**config.mk**
```make
export PLATFORM = sky130hd
export DESIGN_NAME = seg7_frame_reader
export DESIGN_NICKNAME = d
export VERILOG_FILES = /design/src/rtl/seg7_pkg.sv /design/src/rtl/seg7_pattern_decode.sv /design/src/rtl/seg7_frame_reader.sv
export SDC_FILE = /design/constraint.sdc
export NUM_CORES = 1
export LEC_CHECK = 0
export ABC_AREA = 1
export CAP_MARGIN = 20
export CELL_PAD_IN_SITES_DETAIL_PLACEMENT = 2
export CELL_PAD_IN_SITES_GLOBAL_PLACEMENT = 2
export CORE_ASPECT_RATIO = 1.1
export CORE_UTILIZATION = 32
export DETAILED_ROUTE_END_ITERATION = 12
export PLACE_DENSITY_LB_ADDON = 0.15
export SYNTH_ARGS = -nofsm -noshare
export SYNTH_HDL_FRONTEND = slang
export SYNTH_HIERARCHICAL = 1
export SYNTH_SLANG_ARGS = --single-unit
```
**constraint.sdc**
```tcl
create_clock -name clk -period 1.8 [get_ports clk]
set_input_delay 0.36 -clock clk [delete_from_list [all_inputs] [get_ports clk]]
set_output_delay 0.36 -clock clk [all_outputs]
set_load 0.02 [all_outputs]
```
**src/rtl/seg7_pkg.sv**
```systemverilog
// seg7_pkg: shared constants for the 7-segment encoder/decoder family.
//  - Segment bit order (bit0=a .. bit6=g), active-high pattern table for hex 0..F.
//  - FSM encodings for the frame reader.
//  - Decode result struct.
package seg7_pkg;
  localparam int SEG_A = 0;
  localparam int SEG_B = 1;
  localparam int SEG_C = 2;
  localparam int SEG_D = 3;
  localparam int SEG_E = 4;
  localparam int SEG_F = 5;
  localparam int SEG_G = 6;

  // Entry k is the active-high abcdefg pattern for hex digit k.
  localparam logic [15:0][6:0] SEG_TABLE = {
    7'h71, 7'h79, 7'h5E, 7'h39, 7'h7C, 7'h77, 7'h6F, 7'h7F,
    7'h07, 7'h7D, 7'h6D, 7'h66, 7'h4F, 7'h5B, 7'h06, 7'h3F
  };

  localparam logic S_COLLECT = 1'b0;
  localparam logic S_HOLD    = 1'b1;

  typedef struct packed {
    logic       hit;
    logic [3:0] nib;
  } dec_t;
endpackage

```
**src/rtl/seg7_pattern_decode.sv**
```systemverilog
// seg7_pattern_decode: combinational 7-segment pattern -> hex nibble lookup.
//  pat     in   7  active-high segments, bit0=a .. bit6=g
//  hit     out  1  pattern matches one of the 16 hex glyphs
//  nibble  out  4  decoded value (0 when hit=0)
module seg7_pattern_decode
  import seg7_pkg::*;
(
  input  logic [6:0] pat,
  output logic       hit,
  output logic [3:0] nibble
);
  always_comb begin
    hit    = 1'b0;
    nibble = 4'h0;
    for (int k = 0; k < 16; k++) begin
      if (pat == SEG_TABLE[k]) begin
        hit    = 1'b1;
        nibble = 4'(k);
      end
    end
  end
endmodule

```
**src/rtl/seg7_frame_reader.sv**
```systemverilog
// seg7_frame_reader: samples a multiplexed active-low 7-seg bus, waits for each
// digit to settle, decodes it and assembles NUM_DIGITS digits into a frame
// presented with a valid/ack handshake.
//  clk, rst_n    clock / async active-low reset
//  seg_n[6:0]    segments, active-low, bit0=a .. bit6=g
//  dig_sel       one-hot digit strobe, bit i = digit i
//  hex_out       frame snapshot, digit i at [4i+3:4i]
//  frame_valid   hex_out holds an unacknowledged frame
//  frame_ack     consumer accept (only meaningful while frame_valid=1)
//  digit_valid   digits captured toward the next frame
//  bad_pattern   1-cycle pulse when a stable pattern is not a hex glyph
//  err_cnt[7:0]  saturating bad_pattern count, only with SEG7_ERR_COUNT_EN
module seg7_frame_reader
  import seg7_pkg::*;
#(
  parameter int NUM_DIGITS    = 4,
  parameter int STABLE_CYCLES = 4
) (
  input  logic                    clk,
  input  logic                    rst_n,
  input  logic [6:0]              seg_n,
  input  logic [NUM_DIGITS-1:0]   dig_sel,
  output logic [4*NUM_DIGITS-1:0] hex_out,
  output logic                    frame_valid,
  input  logic                    frame_ack,
  output logic [NUM_DIGITS-1:0]   digit_valid,
  output logic                    bad_pattern
`ifdef SEG7_ERR_COUNT_EN
  ,
  output logic [7:0]              err_cnt
`endif
);
  localparam int CW = $clog2(STABLE_CYCLES);
  localparam logic [CW-1:0] CNT_MAX = CW'(STABLE_CYCLES - 1);
  localparam logic [CW-1:0] CNT_CAP = CW'(STABLE_CYCLES - 2);

  logic [6:0]                  seg_q;
  logic [NUM_DIGITS-1:0]       sel_q;
  logic [CW-1:0]               stab_cnt;
  logic                        state;
  logic [NUM_DIGITS-1:0][3:0]  dig_r;
  logic [NUM_DIGITS-1:0]       dv_nxt;
  logic                        match, capture, cap_hit;
  dec_t                        dec;

  seg7_pattern_decode u_dec (
    .pat    (~seg_n),
    .hit    (dec.hit),
    .nibble (dec.nib)
  );

  // Inputs equal to last cycle's and a single digit strobed.
  assign match   = ({seg_n, dig_sel} == {seg_q, sel_q}) && $onehot(dig_sel);
  // Only the transition into the saturated value captures, so a long
  // stable interval yields exactly one capture.
  assign capture = match && (stab_cnt == CNT_CAP);
  assign cap_hit = capture && dec.hit;

  always_ff @(posedge clk or negedge rst_n) begin
    if (!rst_n) begin
      seg_q    <= 7'h7F;
      sel_q    <= '0;
      stab_cnt <= '0;
    end else begin
      seg_q <= seg_n;
      sel_q <= dig_sel;
      if (!match)                stab_cnt <= '0;
      else if (stab_cnt != CNT_MAX) stab_cnt <= stab_cnt + 1'b1;
    end
  end

  // Frame load clears digit_valid, but a same-edge capture keeps its bit.
  always_comb begin
    dv_nxt = digit_valid;
    if (state == S_COLLECT && (&digit_valid)) dv_nxt = '0;
    if (cap_hit) dv_nxt = dv_nxt | dig_sel;
  end

  for (genvar i = 0; i < NUM_DIGITS; i++) begin : g_dig
    always_ff @(posedge clk or negedge rst_n) begin
      if (!rst_n)                      dig_r[i] <= 4'h0;
      else if (cap_hit && dig_sel[i])  dig_r[i] <= dec.nib;
    end
  end

  always_ff @(posedge clk or negedge rst_n) begin
    if (!rst_n) begin
      hex_out     <= '0;
      frame_valid <= 1'b0;
      digit_valid <= '0;
      bad_pattern <= 1'b0;
      state       <= S_COLLECT;
    end else begin
      bad_pattern <= capture && !dec.hit;
      digit_valid <= dv_nxt;
      case (state)
        S_COLLECT: if (&digit_valid) begin
          hex_out     <= dig_r;
          frame_valid <= 1'b1;
          state       <= S_HOLD;
        end
        S_HOLD: if (frame_ack) begin
          frame_valid <= 1'b0;
          state       <= S_COLLECT;
        end
        default: state <= S_COLLECT;
      endcase
    end
  end

`ifdef SEG7_ERR_COUNT_EN
  always_ff @(posedge clk or negedge rst_n) begin
    if (!rst_n)                           err_cnt <= 8'h00;
    else if (frame_ack && frame_valid)    err_cnt <= 8'h00;
    else if (bad_pattern && err_cnt != 8'hFF) err_cnt <= err_cnt + 8'h01;
  end
`endif
endmodule

```
==> results of run 1 <==
-- critical path, stage by stage --
cell and delay (ps):
buf_8 80, clkinvlp_4 90, fa_1 540, inv_1 60, ha_2 180, ha_4 210
inv_2 50, nand3_2 50, nor2_1 130, nand2_1 100, nor2_4 100, buf_4 110
buf_6 100, nand3_4 70, nor2_4 170, clkbuf_16 190, nand3_2 60, nand2_2 100
-- metal layers --
| layer | part of all wire [%] | vias up | global-route usage [%] |
|---|---|---|---|
| met5 | 0 | - | 0 |
| met4 | 3.3 | 0 | 11.5 |
| met3 | 1.8 | 17 | 3.26 |
| met2 | 56 | 42 | 41.0 |
| met1 | 39 | 1196 | 23.5 |
| li1 | - | 1139 | - |
-- per-stage QoR --
stage	hold WS, ps	instance area (um2)	setup WS [ps]	power [W]
floorplan	64.4	2610	-519	0.00210
global placement	381	3360	-1130	0.00273
detailed placement	379	3360	-1340	0.00280
CTS	34.9	3560	-550	0.00369
global route	42.8	3730	-820	0.00388
finish	31.6	3730	-712	0.00368
-- layout by cell type (no fill, tap or decap), types with 2 or more instances in the layout --
master,count
o21bai_1,15
nor2_2,8
clkbuf_8,6
ha_1,2
nor2_1,16
buf_2,2
nand2_2,7
o21ai_1,2
nand4_1,6
clkdlybuf4s50_1,31
o21ai_0,18
xnor2_1,4
nand3_1,15
buf_12,2
dfstp_2,7
nand2_1,76
nand3_4,3
buf_6,6
inv_1,50
dfrtp_1,45
buf_4,43
nand3_2,8
inv_2,5
o21ai_2,4
nor2_4,4
-- final timing paths --
check,to,slack [ps]
setup / recovery,dig_r[13],-710
max in group asynchronous,seg_q[3],1470
min in group clk,sel_q[1],320
hold / removal,hex_out[9],30
setup reg to reg,dig_r[13],-200
hold reg to reg,frame_valid,500
-- cell families after synthesis --
logic type,Yosys count
AND/OR/NAND/NOR,145
buffers and inverters,64
flip-flops,52
AO/OA/AOI/OAI,42
XOR/XNOR,5
adder cells (fa/ha/maj),5
-- state kept, by name, indices dropped and copies added (netlist names) --
| signal | count |
|---|---|
| dig_r | 16 |
| bad_pattern | 1 |
| seg_q | 7 |
| stab_cnt | 2 |
| digit_valid | 4 |
| frame_valid | 1 |
| hex_out | 16 |
| sel_q | 4 |
| state | 1 |
-- final cells by class --
type	count	area, um2
Clock buffer	6	82.6
Clock inverter	2	38.8
Multi-Input combinational cell	197	1160
Tap cell	105	131
Sequential cell	52	1310
Inverter	57	220
Timing Repair Buffer	86	791
Fill cell	833	3870
-- report_power, final --
| part | leakage (nW) | switching, W | internal (W) |
|---|---|---|---|
| Sequential | 0.566 | 0.000145 | 0.00141 |
| Clock | 0.0614 | 0.000427 | 0.000456 |
| Combinational | 1.20 | 0.000662 | 0.000583 |
-- repair_timing --
item	CTS	global route
resized for setup	29	32
endpoints found under the setup margin	23	23
pin swaps	8	16
cloned	3	1
setup buffers	3	3
==> results.json, run 1 <==
{
  "outcome": "finished, violations left",
  "violations": "negative setup slack",
  "synthAdderAreaFrac_pct": 2.74,
  "synthMuxAreaShare_pct": 0,
  "post-route-min-period_ps": 2510,
  "insertion_delay_ps": 320,
  "cts-htree-levels": 2,
  "skew_ps": 15.3,
  "min_path_type": "input pin to async pin",
  "fin_ws_ps": -712,
  "synth_common_cells": "nand2_1, inv_1, dfrtp_1",
  "min_period_over_period_pct": 140,
  "start_util_pct": 33.7,
  "postSynthCellCount": 313,
  "dr_total_vias": 2394,
  "ys.warnings.count": 6,
  "antenna_left": 0,
  "p_leak_nw": 1.82,
  "die_area_mm2": 0.00836,
  "grt_max_degree": 53,
  "synth-seq-cells": 52,
  "vdd_drop_max_mv": 0.298,
  "post-route-util_pct": 49.1,
  "worstSetupPathType": "input pin to flip-flop",
  "max_freq_mhz": 398,
  "drt_wl_total_um": 9150,
  "antennaDiodeCount": 0,
  "synth_edf_count": 0,
  "drt_first_pass_iters": 4,
  "finalHoldViolCount": 0,
  "top_level_ports": 36,
  "cts-root-buf": "clkbuf_8",
  "grt_pass1_wl_um": 13600,
  "yosys.area.top_type": "dfrtp_1",
  "synth_ff_type": "dfrtp_1",
  "yosys.area_share.simple_pct": 24.8,
  "numClockSinks": 52,
  "synthXorXnorAreaFrac_pct": 1.71,
  "synth.avg_cell_area_um2": 8.18,
  "drive_above_1_share_pct": 29.0,
  "place_inst": 487,
  "tritoncts": "done",
  "cts.reportedPaths.clkPinSlew_ps": 100,
  "drtIter0Drc": 77,
  "reg2reg_depth": 13,
  "antenna_found_initial": 0,
  "cp.required_ps": 2040,
  "syn_nets": 332,
  "wl_per_cell_um": 18.1,
  "grt-ovfl-total": 0,
  "r2r-start": "seg_q[4]",
  "synth_compound_area_share_pct": 9.87,
  "cts_buffer_depth": 2,
  "port_buffers": 35,
  "synth_top_cell_area_share_pct": 44.0,
  "place_hpwl_um": 5760,
  "synth_most_common_cell": "nand2_1",
  "stdcell_count": 505,
  "first_global_vias": 2737,
  "power.density_mw_per_mm2": 987,
  "drv_slew": 0,
  "async_flop_share_pct": 100,
  "core-area_mm2": 0.00760,
  "synth_top_family_by_area": "simple AND/OR/NAND/NOR gates",
  "route.detailed.drc": 0,
  "relSlewSlack_pct": 74.5,
  "synth_area_mm2": 0.00256,
  "rsz0062_at_grt": "yes",
  "ys_types": 23,
  "fin_setup_tns_ps": -14070,
  "yosysSeqAreaShare_pct": 51.2,
  "synthTopCellsByArea": "dfrtp_1, nand2_1, inv_1, dfstp_2, o21bai_1",
  "cp-end-kind": "flip-flop",
  "startpoint": "dig_sel[1]",
  "die_x_um": 87.3,
  "setup_violations": 23,
  "crit_fanout": 8,
  "gp_congestion": 0.840,
  "grt_use_total_pct": 21.8,
  "cp.arrival_ps": 2760,
  "num_rows": 33,
  "via_per_inst": 4.74,
  "startpoint_type": "input pin",
  "die_y_um": 95.8,
  "cts_hold_buf": 0,
  "maxCapViolations": 0,
  "tightest_slew_ps": 382,
  "areaGrowthSynthToFinish_pct": 45.7,
  "finalNetCount": 418,
  "cts_buffers": 5
}
Power figures use the tool's default switching activity.
==> run 2: changes to the inputs <==
- MAX_ROUTING_LAYER: not set -> met4
- SETUP_SLACK_MARGIN: not set -> 0.1
==> run 2 against run 1 <==
- the flow still finishes with violations (negative setup slack)
- worst setup slack worse by 10 ps
- utilization is 0.13 points higher
- sequential cell count is the same
- fmax down 0.42%
- final cell count is the same
- clock power shrank 0.9%
- combinational power barely moved
- non-clock buffer count unchanged
- clock skew down 5.4 ps
- first-iteration DRC count decreased by 31%
- largest cell class unchanged
- total power decreased by 0.47%
- critical path type unchanged
- global-route usage rose by 0.62 points
==> results.json, run 2 (same netlist as run 1, synthesis figures left out) <==
{
  "finalNetCount": 418,
  "pwr-share-seq_pct": 42.4,
  "power.internal_w": 0.00244,
  "route.detailed.drc": 0,
  "drt_first_pass_iters": 4,
  "antenna_found_initial": 0,
  "fin_setup_tns_ps": -14180,
  "regToRegEndpoint": "dig_r[12]",
  "drv_slew": 0,
  "num_rows": 33,
  "port_buffers": 35,
  "tritoncts": "done",
  "numClockSinks": 52,
  "relSlewSlack_pct": 74.0,
  "areaGrowthSynthToFinish_pct": 46.1,
  "p_comb_share_pct": 33.8,
  "violations": "negative setup slack",
  "grt_max_degree": 53,
  "p_leak_nw": 1.87,
  "fin_ws_ps": -723,
  "startpoint": "dig_sel[1]",
  "die_x_um": 87.3,
  "top_level_ports": 36,
  "drtIter0Drc": 53,
  "maxCapViolations": 0,
  "antennaDiodeCount": 0,
  "start_util_pct": 33.7,
  "vdd_drop_max_mv": 0.297,
  "drt_wl_total_um": 9150,
  "setup_violations": 23,
  "rsz0062_at_grt": "yes",
  "crit_path_end": "dig_r[12]",
  "grt_use_total_pct": 22.4,
  "final_common_cell": "nand2_1",
  "final_cell_mix": "nand2_1, inv_1, dfrtp_1",
  "finalHoldViolCount": 0,
  "via_per_inst": 4.73,
  "grt-ovfl-total": 0,
  "gp_congestion": 0.853,
  "placed_cell_area_mm2": 0.00336,
  "post-route-min-period_ps": 2520,
  "cts_buffers": 5,
  "die_area_mm2": 0.00836,
  "outcome": "finished, violations left",
  "dpl_worst_slack_ps": -1340,
  "cp-end-kind": "flip-flop",
  "reg2reg_depth": 13,
  "pwr-share-clk_pct": 23.8,
  "dr_total_vias": 2390,
  "insertion_delay_ps": 310,
  "cp.arrival_ps": 2770,
  "crit_fanout": 8,
  "skew_ps": 9.87,
  "startpoint_type": "input pin",
  "cts-root-buf": "clkbuf_8",
  "cts_buffer_depth": 2,
  "max_freq_mhz": 396,
  "cp.required_ps": 2050,
  "drive_above_1_share_pct": 29.0,
  "cts_hold_buf": 0,
  "antenna_left": 0,
  "fillers": 834,
  "switching_share_pct": 33.4,
  "grt_pass1_wl_um": 13600,
  "r2r-start": "seg_q[4]",
  "tightest_slew_ps": 388,
  "power.density_mw_per_mm2": 980,
  "core-area_mm2": 0.00760,
  "min_period_over_period_pct": 140,
  "reg2reg_slack_ps": -210,
  "cts.reportedPaths.clkPinSlew_ps": 100,
  "largestRegisters": "dig_r (16), hex_out (16), seg_q (7)",
  "wl_per_cell_um": 18.1,
  "die_y_um": 95.8,
  "worstSetupPathType": "input pin to flip-flop",
  "min_path_type": "input pin to async pin",
  "cts-htree-levels": 2,
  "p_sw_w": 0.00122,
  "place_hpwl_um": 5760,
  "first_global_vias": 2743,
  "design_area_mm2": 0.00374
}
## run 2: changes by cell type in the layout (fill, tap and decap cells not counted)
cell             change
clkdlybuf4s50_1      -4
dlymetal6s2s_1       +4
## run 2: power by group through the flow
stage	clock network, W	logic, W	registers [W]
floorplan	0	0.000265	0.00184
global placement	0	0.00117	0.00156
detailed placement	0	0.00122	0.00159
CTS	0.000901	0.00122	0.00156
global route	0.000942	0.00135	0.00158
finish	0.000874	0.00124	0.00155
## run 2: how the worst min path moves through the flow
| stage | startpoint | to | slack, ps | cells after the start |
|---|---|---|---|---|
| after detailed placement | rst_n | hex_out[9] | 380 | 2 |
| after floorplan | rst_n | bad_pattern | 60 | 0 |
| after global routing | rst_n | hex_out[9] | 40 | 2 |
| final | rst_n | hex_out[9] | 30 | 2 |
| after CTS | rst_n | dig_r[13] | 30 | 2 |
| after global placement | rst_n | hex_out[9] | 380 | 2 |
## run 2: worst max-delay path, stage by stage
cell	delay (ps)
buf_8	80
clkinvlp_4	90
fa_1	540
inv_1	60
ha_2	180
ha_4	210
inv_2	50
nand3_2	50
nor2_1	130
nand2_1	100
nor2_4	100
buf_4	110
buf_6	100
nand3_4	70
nor2_4	170
buf_12	150
nand3_1	110
nand2_1	110
## run 2: area by class of cell
cell class	instances	area [um2]	area share (%)
flip-flops and latches	52	1310	35.0
multi-input cells	197	1160	30.9
repair buffers	86	801	21.4
inverters	57	220	5.89
well taps	105	131	3.51
clock buffers	6	82.6	2.21
clock inverters	2	38.8	1.04
## run 2: per-stage QoR
stage | cells | hold WS [ps] | util, % | power, W
CTS | 501 | 34.9 | 46.9 | 0.00369
global route | 505 | 41.5 | 49.2 | 0.00387
detailed placement | 487 | 379 | 44.3 | 0.00280
global placement | 487 | 381 | 44.3 | 0.00273
floorplan | 313 | 64.4 | - | 0.00210
finish | 505 | 32.7 | 49.2 | 0.00367
## run 2: metal layers
layer | share of wire, % | track usage, %
met5 | 0 | -
met4 | 3.4 | 11.5
met3 | 1.9 | 3.26
met2 | 56 | 40.8
met1 | 38 | 23.6
## run 2: what timing repair did
action | 4_1_cts | 5_1_grt
buffers inserted | 3 | 3
cloned | 3 | 1
pin swaps | 8 | 16
resized for setup | 29 | 36
endpoints found under the setup margin | 23 | 27
